$ cat src/rtl/note_timer_pkg.sv
// Shared types, defaults and phase-length arithmetic for the note duration timer.
// Loop support (NOTE_TIMER_LOOP_EN) is handled in the top; nothing here depends on it.
package note_timer_pkg;

   localparam int DUR_W_DEF = 8;
   localparam int GAP_W_DEF = 4;

   typedef enum logic [1:0] {
      IDLE = 2'd0,
      GATE = 2'd1,
      GAP  = 2'd2
   } state_e;

   typedef struct packed {
      logic [31:0] gateLen;
      logic [31:0] gapLen;
   } phase_t;

   // A gap that swallows the whole note still leaves a one-tick gate.
   function automatic phase_t calcPhase(input logic [31:0] dur, input logic [31:0] gap);
      phase_t p;
      p.gateLen = (gap >= dur) ? 32'd1 : dur - gap;
      p.gapLen  = dur - p.gateLen;
      return p;
   endfunction

endpackage

$ cat src/rtl/note_timer_if.sv
// Sequencer-to-voice bundle for the note timer; i_loop only exists when
// NOTE_TIMER_LOOP_EN is defined.
interface note_timer_if
   import note_timer_pkg::*;
#(
   parameter int DUR_W = DUR_W_DEF,
   parameter int GAP_W = GAP_W_DEF
) ();

   logic             i_enable;
   logic             i_hold;
   logic             i_load;
   logic [DUR_W-1:0] i_duration;
   logic [GAP_W-1:0] i_gap;
`ifdef NOTE_TIMER_LOOP_EN
   logic             i_loop;
`endif
   logic             o_gate;
   logic             o_running;
   logic             o_done;
   logic [DUR_W-1:0] o_remaining;

`ifdef NOTE_TIMER_LOOP_EN
   modport master (output i_enable, i_hold, i_load, i_duration, i_gap, i_loop,
                   input  o_gate, o_running, o_done, o_remaining);
   modport slave  (input  i_enable, i_hold, i_load, i_duration, i_gap, i_loop,
                   output o_gate, o_running, o_done, o_remaining);
`else
   modport master (output i_enable, i_hold, i_load, i_duration, i_gap,
                   input  o_gate, o_running, o_done, o_remaining);
   modport slave  (input  i_enable, i_hold, i_load, i_duration, i_gap,
                   output o_gate, o_running, o_done, o_remaining);
`endif

endinterface

$ cat src/rtl/note_timer_tick_down_counter.sv
// Loadable down-counter; load has priority over tick, and at_one flags the last tick.
module tick_down_counter #(
   parameter int W = 8
) (
   input  logic         i_clk,
   input  logic         i_rst,
   input  logic         load_i,
   input  logic [W-1:0] loadVal_i,
   input  logic         tick_i,
   output logic [W-1:0] count_o,
   output logic         atOne_o
);

   logic [W-1:0] count_q, count_d;

   always_comb begin
      count_d = count_q;
      if (load_i) begin
         count_d = loadVal_i;
      end else if (tick_i) begin
         count_d = count_q - W'(1);
      end
   end

   always_ff @(posedge i_clk) begin
      if (i_rst) begin
         count_q <= '0;
      end else begin
         count_q <= count_d;
      end
   end

   assign count_o = count_q;
   assign atOne_o = (count_q == W'(1));

endmodule

$ cat src/rtl/note_timer.sv
// Note-duration timer: gate phase then articulation gap, with retrigger, hold and abort.
// Defining NOTE_TIMER_LOOP_EN adds i_loop and latched auto-repeat of the last note.
module note_timer
   import note_timer_pkg::*;
#(
   parameter int DUR_W = DUR_W_DEF,
   parameter int GAP_W = GAP_W_DEF
) (
   input  logic         i_clk,
   input  logic         i_rst,
   note_timer_if.slave  bus
);

   state_e           state_q, state_d;
   logic [DUR_W-1:0] gapLen_q, gapLen_d;
   logic             done_q, done_d;
`ifdef NOTE_TIMER_LOOP_EN
   logic [DUR_W-1:0] gateLen_q, gateLen_d;
   logic             loop_q, loop_d;
`endif

   logic [GAP_W-1:0] gapIn;
   phase_t           phase;
   logic [DUR_W-1:0] newGate, newGap;
   logic             unusedPhaseHi;
   logic             cntLoad, cntTick, atOne, tick;
   logic [DUR_W-1:0] cntLoadVal, count;

   assign gapIn         = bus.i_gap;
   assign phase         = calcPhase(32'(bus.i_duration), 32'(gapIn));
   assign newGate       = phase.gateLen[DUR_W-1:0];
   assign newGap        = phase.gapLen[DUR_W-1:0];
   assign unusedPhaseHi = ^{phase.gateLen[31:DUR_W], phase.gapLen[31:DUR_W]};
   assign tick          = bus.i_enable && !bus.i_hold && !bus.i_load;

   tick_down_counter #(.W(DUR_W)) u_counter (
      .i_clk     (i_clk),
      .i_rst     (i_rst),
      .load_i    (cntLoad),
      .loadVal_i (cntLoadVal),
      .tick_i    (cntTick),
      .count_o   (count),
      .atOne_o   (atOne)
   );

   always_ff @(posedge i_clk) begin
      if (i_rst) begin
         state_q   <= IDLE;
         gapLen_q  <= '0;
         done_q    <= 1'b0;
`ifdef NOTE_TIMER_LOOP_EN
         gateLen_q <= '0;
         loop_q    <= 1'b0;
`endif
      end else begin
         state_q   <= state_d;
         gapLen_q  <= gapLen_d;
         done_q    <= done_d;
`ifdef NOTE_TIMER_LOOP_EN
         gateLen_q <= gateLen_d;
         loop_q    <= loop_d;
`endif
      end
   end

   // A load always beats a coincident tick, so a retrigger on the final tick never reports done.
   always_comb begin
      state_d    = state_q;
      gapLen_d   = gapLen_q;
      done_d     = 1'b0;
      cntLoad    = 1'b0;
      cntLoadVal = '0;
      cntTick    = 1'b0;
`ifdef NOTE_TIMER_LOOP_EN
      gateLen_d  = gateLen_q;
      loop_d     = loop_q;
`endif
      if (bus.i_load) begin
         if (bus.i_duration != '0) begin
            state_d    = GATE;
            gapLen_d   = newGap;
            cntLoad    = 1'b1;
            cntLoadVal = newGate;
`ifdef NOTE_TIMER_LOOP_EN
            gateLen_d  = newGate;
            loop_d     = bus.i_loop;
`endif
         end else if (state_q != IDLE) begin
            state_d = IDLE;
            cntLoad = 1'b1;
`ifdef NOTE_TIMER_LOOP_EN
            loop_d  = 1'b0;
`endif
         end
      end else if (tick && state_q != IDLE) begin
         if (!atOne) begin
            cntTick = 1'b1;
         end else if (state_q == GATE && gapLen_q != '0) begin
            state_d    = GAP;
            cntLoad    = 1'b1;
            cntLoadVal = gapLen_q;
         end else begin
            done_d  = 1'b1;
            cntLoad = 1'b1;
`ifdef NOTE_TIMER_LOOP_EN
            if (loop_q) begin
               state_d    = GATE;
               cntLoadVal = gateLen_q;
            end else begin
               state_d = IDLE;
            end
`else
            state_d = IDLE;
`endif
         end
      end
   end

   always_comb begin
      bus.o_gate      = (state_q == GATE);
      bus.o_running   = (state_q != IDLE);
      bus.o_done      = done_q;
      bus.o_remaining = '0;
      case (state_q)
         GATE:    bus.o_remaining = count + gapLen_q;
         GAP:     bus.o_remaining = count;
         default: bus.o_remaining = '0;
      endcase
   end

endmodule
$ cat src/flat_wrapper.sv
// flat-port wrapper written by rule: the top's interface ports become plain ports
module note_timer_flat import note_timer_pkg::*;
#(
   parameter int DUR_W = DUR_W_DEF,
   parameter int GAP_W = GAP_W_DEF
)
  (i_clk, i_rst, bus_i_enable, bus_i_hold, bus_i_load, bus_i_duration, bus_i_gap, bus_o_gate, bus_o_running, bus_o_done, bus_o_remaining);
  note_timer_if #(.DUR_W(DUR_W), .GAP_W(GAP_W)) bus_i ();
  input  logic i_clk;
  input  logic i_rst;
  input wire logic [$bits(bus_i.i_enable)-1:0] bus_i_enable;
  input wire logic [$bits(bus_i.i_hold)-1:0] bus_i_hold;
  input wire logic [$bits(bus_i.i_load)-1:0] bus_i_load;
  input wire logic [$bits(bus_i.i_duration)-1:0] bus_i_duration;
  input wire logic [$bits(bus_i.i_gap)-1:0] bus_i_gap;
  output wire logic [$bits(bus_i.o_gate)-1:0] bus_o_gate;
  output wire logic [$bits(bus_i.o_running)-1:0] bus_o_running;
  output wire logic [$bits(bus_i.o_done)-1:0] bus_o_done;
  output wire logic [$bits(bus_i.o_remaining)-1:0] bus_o_remaining;
  assign bus_i.i_enable = bus_i_enable;
  assign bus_i.i_hold = bus_i_hold;
  assign bus_i.i_load = bus_i_load;
  assign bus_i.i_duration = bus_i_duration;
  assign bus_i.i_gap = bus_i_gap;
  assign bus_o_gate = bus_i.o_gate;
  assign bus_o_running = bus_i.o_running;
  assign bus_o_done = bus_i.o_done;
  assign bus_o_remaining = bus_i.o_remaining;
  note_timer #(.DUR_W(DUR_W), .GAP_W(GAP_W)) u_core (.i_clk(i_clk), .i_rst(i_rst), .bus(bus_i));
endmodule
$ cat config.mk
export PLATFORM = sky130hd
export DESIGN_NAME = note_timer_flat
export DESIGN_NICKNAME = d
export VERILOG_FILES = /design/src/rtl/note_timer_pkg.sv /design/src/rtl/note_timer_if.sv /design/src/rtl/note_timer_tick_down_counter.sv /design/src/rtl/note_timer.sv /design/src/flat_wrapper.sv
export SDC_FILE = /design/constraint.sdc
export NUM_CORES = 1
export LEC_CHECK = 0
export CAP_MARGIN = 20
export CORE_MARGIN = 3
export CORE_UTILIZATION = 30
export DETAILED_ROUTE_END_ITERATION = 10
export GPL_ROUTABILITY_DRIVEN = 0
export PLACE_DENSITY = 0.6
export SKIP_CTS_REPAIR_TIMING = 1
export SLEW_MARGIN = 10
export SYNTH_ARGS = -nofsm -noshare
export SYNTH_HDL_FRONTEND = slang
export SYNTH_SLANG_ARGS = --single-unit
$ cat constraint.sdc
create_clock -name i_clk -period 4.3 [get_ports i_clk]
set_clock_uncertainty 0.2 [all_clocks]
set_input_delay 0.645 -clock i_clk [delete_from_list [all_inputs] [get_ports i_clk]]
set_output_delay 0.645 -clock i_clk [all_outputs]
set_load 0.03 [all_outputs]
==> flow_summary.yaml, run 1 <==
timing:
  fmax_ghz: 0.250
  rsz0062_at_grt: "false"
  setup_viol: 0
  worst_pin_slew_ns: 0.895
  period_needed_ns: 4.00
  slew_violations: 0
  relSlewSlack: 0.402
  fin_crit_sh: 0.930
  fin_worst_hold_slack_ns: 0.330
  hold_viol: 0
setup_path:
  endpoint_kind: "flop"
  criticalPathCategory: "in2reg"
  crit_required_ns: 4.24
  critical_path_arrival_ns: 3.94
  crit_path_max_fanout: 6
  critical_path.startpoint_type: "input pin"
route:
  avgRoutedWirePerCell_um: 14.1
  drt-initial-drc-count: 110
  first_pass_iters: 4
  via_per_inst: 5.32
  drc: 0
  dr_total_vias: 2129
  final_antenna_net_count: 0
  wl_mm: 5.65
power_and_ir_drop:
  powerDensity_nw_per_um2: 250
  p_leak_uw: 0.00105
  irDropWorstVdd_mv: 0.133
  p_total_uw: 657
yosys:
  synth_seq_cells: 19
  yosysSeqAreaShare: 0.177
  syn-cell-area_um2: 2150
  netlist.area_leader.share: 0.177
  synth-edff-count: 0
  synth_area_leaders: "dfxtp_1 18%, ha_1 12%, a21oi_1 4.9%"
  postSynthAreaPerCell_um2: 7.90
  yosysWarnings: 0
  async_reset_ff_frac: 0
  synth_cells: 272
  ys_types: 61
  yosys.area.top_type: "dfxtp_1"
  syn-num-nets: 312
  synth_ff_type: "dfxtp_1"
clocking:
  cts_buffer_depth: 2
  insertion_delay_ns: 0.25
  clock-root-buffer: "clkbuf_8"
  h-tree-depth: 1
  cts_tree: "done"
  numCtsBuffers: 3
  clock-sinks: 19
  clkTransAtPathRegs_ns: 0.07
placement:
  portBuffers: 27
  hpwl_mm: 4.56
floorplan:
  io_pins: 28
  die-area_um2: 8210
  die_h_um: 90.6
  start_util: 0.313
  die_w_um: 90.6
  coreArea_um2: 6870
  rows: 30
grt:
  grt_pass1_wl_mm: 9.67
  antenna_found_initial: 0
  gr-total-overflow: 0
  grt_usage: 0.140
  grt_pass1_vias: 2030
  grt_max_degree: 26
worst_hold_path:
  hold_class: "reg2reg"
run:
  cap_violations: 0
run_status:
  status: "finished, final reports clean"
cells_and_area:
  final_cell_mix: "27 x clkdlybuf4s50_1, 21 x a21oi_1, 20 x ha_1, 19 x nand2_1, 19 x dfxtp_1"
  syn_to_final_growth_pct: 22.2
  antenna_cells: 0
  final_common_cell: "clkdlybuf4s50_1"
  drive_gt1_frac: 0.0888
  layout.nets: 345
-- metrics by stage --
step,cell area [µm²],std cells,setup TNS (ns),worst slack (ns),utilization
finish,2630,400,0,0.302,0.382
global placement,2570,396,0,0.116,0.375
floorplan,2150,272,0,0.536,-
CTS,2620,400,0,0.243,0.381
detailed placement,2570,396,-0.00638,-0.00638,0.375
global route,2630,400,0,0.0182,0.382
-- area by class of cell --
class                      count  area [µm²]
fill                         719        4240
inverter                      16        60.1
timing repair buffer          38         353
sequential                    19         380
tap                           96         120
clock buffer                   4        45.0
multi-input combinational    227        1670
-- power by group --
part	internal, µW	leakage (µW)	switching [µW]
Clock	65.8	0.0000228	58.6
Sequential	194	0.000157	31.2
Combinational	143	0.000874	164
Total	403	0.00105	254
-- sequential cells by signal (all words and copies together) (netlist names) --
name	count
u_core.bus.o_done	1
u_core.state_q	2
u_core.u_counter.count_o	8
u_core.gapLen_q	8
-- layer usage --
| metal | track usage | part of all wire | vias to the layer above |
|---|---|---|---|
| met5 | 0 | 0 | - |
| met4 | 0.0421 | 0.010 | 0 |
| met3 | 0.0117 | 0.057 | 5 |
| met2 | 0.242 | 0.47 | 57 |
| met1 | 0.185 | 0.46 | 981 |
| li1 | - | - | 1086 |
-- path summary, 6_finish.rpt --
path                                                startpoint                                  endpoint  slack [ns]  depth (start not counted)
worst max-delay path                         bus_i_duration[0]           u_core.gapLen_q[6]$_SDFFE_PP0P_        0.30                         16
worst max register to register  u_core.state_q[0]$_SDFFE_PP0P_  u_core.u_counter.count_o[3]$_SDFFE_PP0P_        1.96                          7
worst min-delay path            u_core.state_q[1]$_SDFFE_PP0P_            u_core.state_q[1]$_SDFFE_PP0P_        0.33                          2
worst min register to register  u_core.state_q[1]$_SDFFE_PP0P_            u_core.state_q[1]$_SDFFE_PP0P_        0.33                          2
-- cell families (layout without fill, tap and decap cells) --
kind of cell,count (synthesis),in the layout,synth area share
buf+inv,26,58,0.0495
simple gates,102,102,0.280
flops,19,19,0.177
compound gates,92,92,0.308
xor+xnor,9,9,0.0367
fa+ha+maj,23,23,0.144
mux,1,1,0.00466
-- synth_stat cells, types with 6 or more instances --
cell and count:
clkbuf_1 8, o21ai_0 10, dfxtp_1 19, a21oi_1 21, nand3_1 8, inv_1 16, a22oi_1 8, nor3_1 8
nor2_1 16, a21o_1 6, nor3b_1 7, xnor2_1 6, nand2_1 19, nor2b_1 14, ha_1 20
-- critical path, cell delays in order --
cell and delay (ns):
clkdlybuf4s50_1 0.48, inv_1 0.06, ha_1 0.21, fa_1 0.42, nor2b_1 0.17, o22a_1 0.19
a211o_1 0.18, buf_4 0.15, nand2_1 0.06, ha_1 0.33, a21o_1 0.20, a21oi_1 0.20
a21oi_1 0.08, o2bb2ai_2 0.18, a2111oi_2 0.09, a311o_1 0.30
(Power assumes the default switching activity.)
==> run 2, diff against run 1 <==
CTS_CLUSTER_DIAMETER = 60   (was not set)
GPL_TIMING_DRIVEN = 0   (was not set)
==> run 2 against run 1 <==
Effect of this change: total power is 0.17% higher; global-route usage is 0.11 points lower; worst setup slack worse by 0.15 ns; highest routed layer unchanged; final area down 0.71%; critical path depth is 1 lower.
==> flow_summary.yaml, run 2 (same netlist as run 1, synthesis figures left out) <==
run_status:
  status: "finished, final reports clean"
clocking:
  clock-root-buffer: "clkbuf_8"
  cts_buffer_depth: 2
  insertion_delay_ns: 0.26
  clkTransAtPathRegs_ns: 0.07
  clock-sinks: 19
  numCtsBuffers: 3
  h-tree-depth: 1
  cts_tree: "done"
cells_and_area:
  layout.nets: 345
  syn_to_final_growth_pct: 21.4
  final_cell_mix: "23 x clkdlybuf4s50_1, 20 x a21oi_1, 20 x ha_1, 19 x nand2_1, 19 x dfxtp_1"
  drive_gt1_frac: 0.0789
  antenna_cells: 0
  n_fill_cell: 709
  final_common_cell: "clkdlybuf4s50_1"
setup_path:
  critical_path.startpoint_type: "input pin"
  ff2ff_setup_slack_ns: 1.84
  crit_path_max_fanout: 10
  criticalPathCategory: "in2reg"
  crit_required_ns: 4.25
  endpoint_kind: "flop"
  r2r-start: "u_core.state_q[0]$_SDFFE_PP0P_"
  timing.rr.end: "u_core.u_counter.count_o[3]$_SDFFE_PP0P_"
  critical_path_arrival_ns: 4.09
  reg2regPathDepth: 8
floorplan:
  die_h_um: 90.6
  io_pins: 28
  coreArea_um2: 6870
  die-area_um2: 8210
  rows: 30
  start_util: 0.313
  die_w_um: 90.6
timing:
  slew_violations: 0
  fin_crit_sh: 0.964
  fmax_ghz: 0.241
  period_needed_ns: 4.15
  finalSetupTns_ns: 0
  relSlewSlack: 0.567
  worst_pin_slew_ns: 0.643
  hold_viol: 0
  setup_viol: 0
placement:
  hpwl_mm: 4.55
  portBuffers: 25
grt:
  antenna_found_initial: 0
  grt_pass1_vias: 1973
  grt_pass1_wl_mm: 9.65
  grt_usage: 0.139
  gr-total-overflow: 0
  grt_max_degree: 11
route:
  avgRoutedWirePerCell_um: 14.4
  drc: 0
  drt-initial-drc-count: 151
  wl_mm: 5.76
  final_antenna_net_count: 0
  first_pass_iters: 4
  via_per_inst: 5.35
  dr_total_vias: 2139
run:
  cap_violations: 0
power_and_ir_drop:
  irDropWorstVdd_mv: 0.115
  p_leak_uw: 0.00105
  powerDensity_nw_per_um2: 253
  p_total_uw: 658
worst_hold_path:
  hold_start: "u_core.state_q[1]$_SDFFE_PP0P_"
  hold_class: "reg2reg"
  holdPathEnd: "u_core.state_q[1]$_SDFFE_PP0P_"
  min_path_cells: 2
run 2: how the worst max path moves through the flow:
| stage | cells after the start | start | endpoint |
|---|---|---|---|
| 4_1_cts | 16 | bus_i_duration[0] | u_core.gapLen_q[6]$_SDFFE_PP0P_ |
| 2_1_floorplan | 15 | bus_i_duration[0] | u_core.gapLen_q[6]$_SDFFE_PP0P_ |
| 3_5_place_dp | 16 | bus_i_duration[0] | u_core.gapLen_q[6]$_SDFFE_PP0P_ |
| 3_3_place_gp | 16 | bus_i_duration[0] | u_core.gapLen_q[6]$_SDFFE_PP0P_ |
| 6_report | 15 | bus_i_gap[0] | u_core.gapLen_q[6]$_SDFFE_PP0P_ |
| 5_1_grt | 15 | bus_i_gap[0] | u_core.gapLen_q[6]$_SDFFE_PP0P_ |
run 2: metrics by stage:
step | instances | util | area [µm²] | hold slack (ns) | setup slack [ns]
global route | 400 | 0.380 | 2610 | 0.355 | -0.00447
floorplan | 272 | - | 2150 | 0.285 | 0.536
CTS | 397 | 0.373 | 2560 | 0.334 | -0.311
detailed placement | 393 | 0.367 | 2520 | 0.316 | -0.561
finish | 400 | 0.380 | 2610 | 0.337 | 0.154
global placement | 393 | 0.367 | 2520 | 0.307 | -0.519
run 2: cell type report:
type                            instances  area, µm²  share of cell area
Clock buffer                            4       45.0              0.0173
Tap cell                               96        120              0.0461
Inverter                               16       60.1              0.0230
Buffer                                 10       48.8              0.0187
Multi-Input combinational cell        227       1680               0.643
Timing Repair Buffer                   28        278               0.107
Sequential cell                        19        380               0.146
run 2: critical path, cell delays in order:
cell and delay (ns):
clkdlybuf4s50_1 0.42, ha_1 0.24, fa_1 0.43, nor2b_2 0.15
o22a_2 0.20, a211o_1 0.21, clkbuf_4 0.22, nand2_1 0.11
fa_1 0.44, a21o_1 0.19, a21oi_2 0.19, a21oi_1 0.08
o2bb2ai_2 0.19, a2111oi_2 0.09, a311o_1 0.28
run 2: power by group:
| part | switching, µW | internal, µW | leakage (µW) |
|---|---|---|---|
| Sequential | 32.3 | 194 | 0.000157 |
| Clock | 58.8 | 65.9 | 0.0000228 |
| Combinational | 166 | 142 | 0.000867 |
run 2: layer usage:
metal / vias to the layer above / share of wire / track usage
li1: 1089 / - / -
met1: 995 / 0.50 / 0.192
met2: 49 / 0.46 / 0.231
met3: 6 / 0.033 / 0.0133
met4: 0 / 0.011 / 0.0383
met5: - / 0 / 0
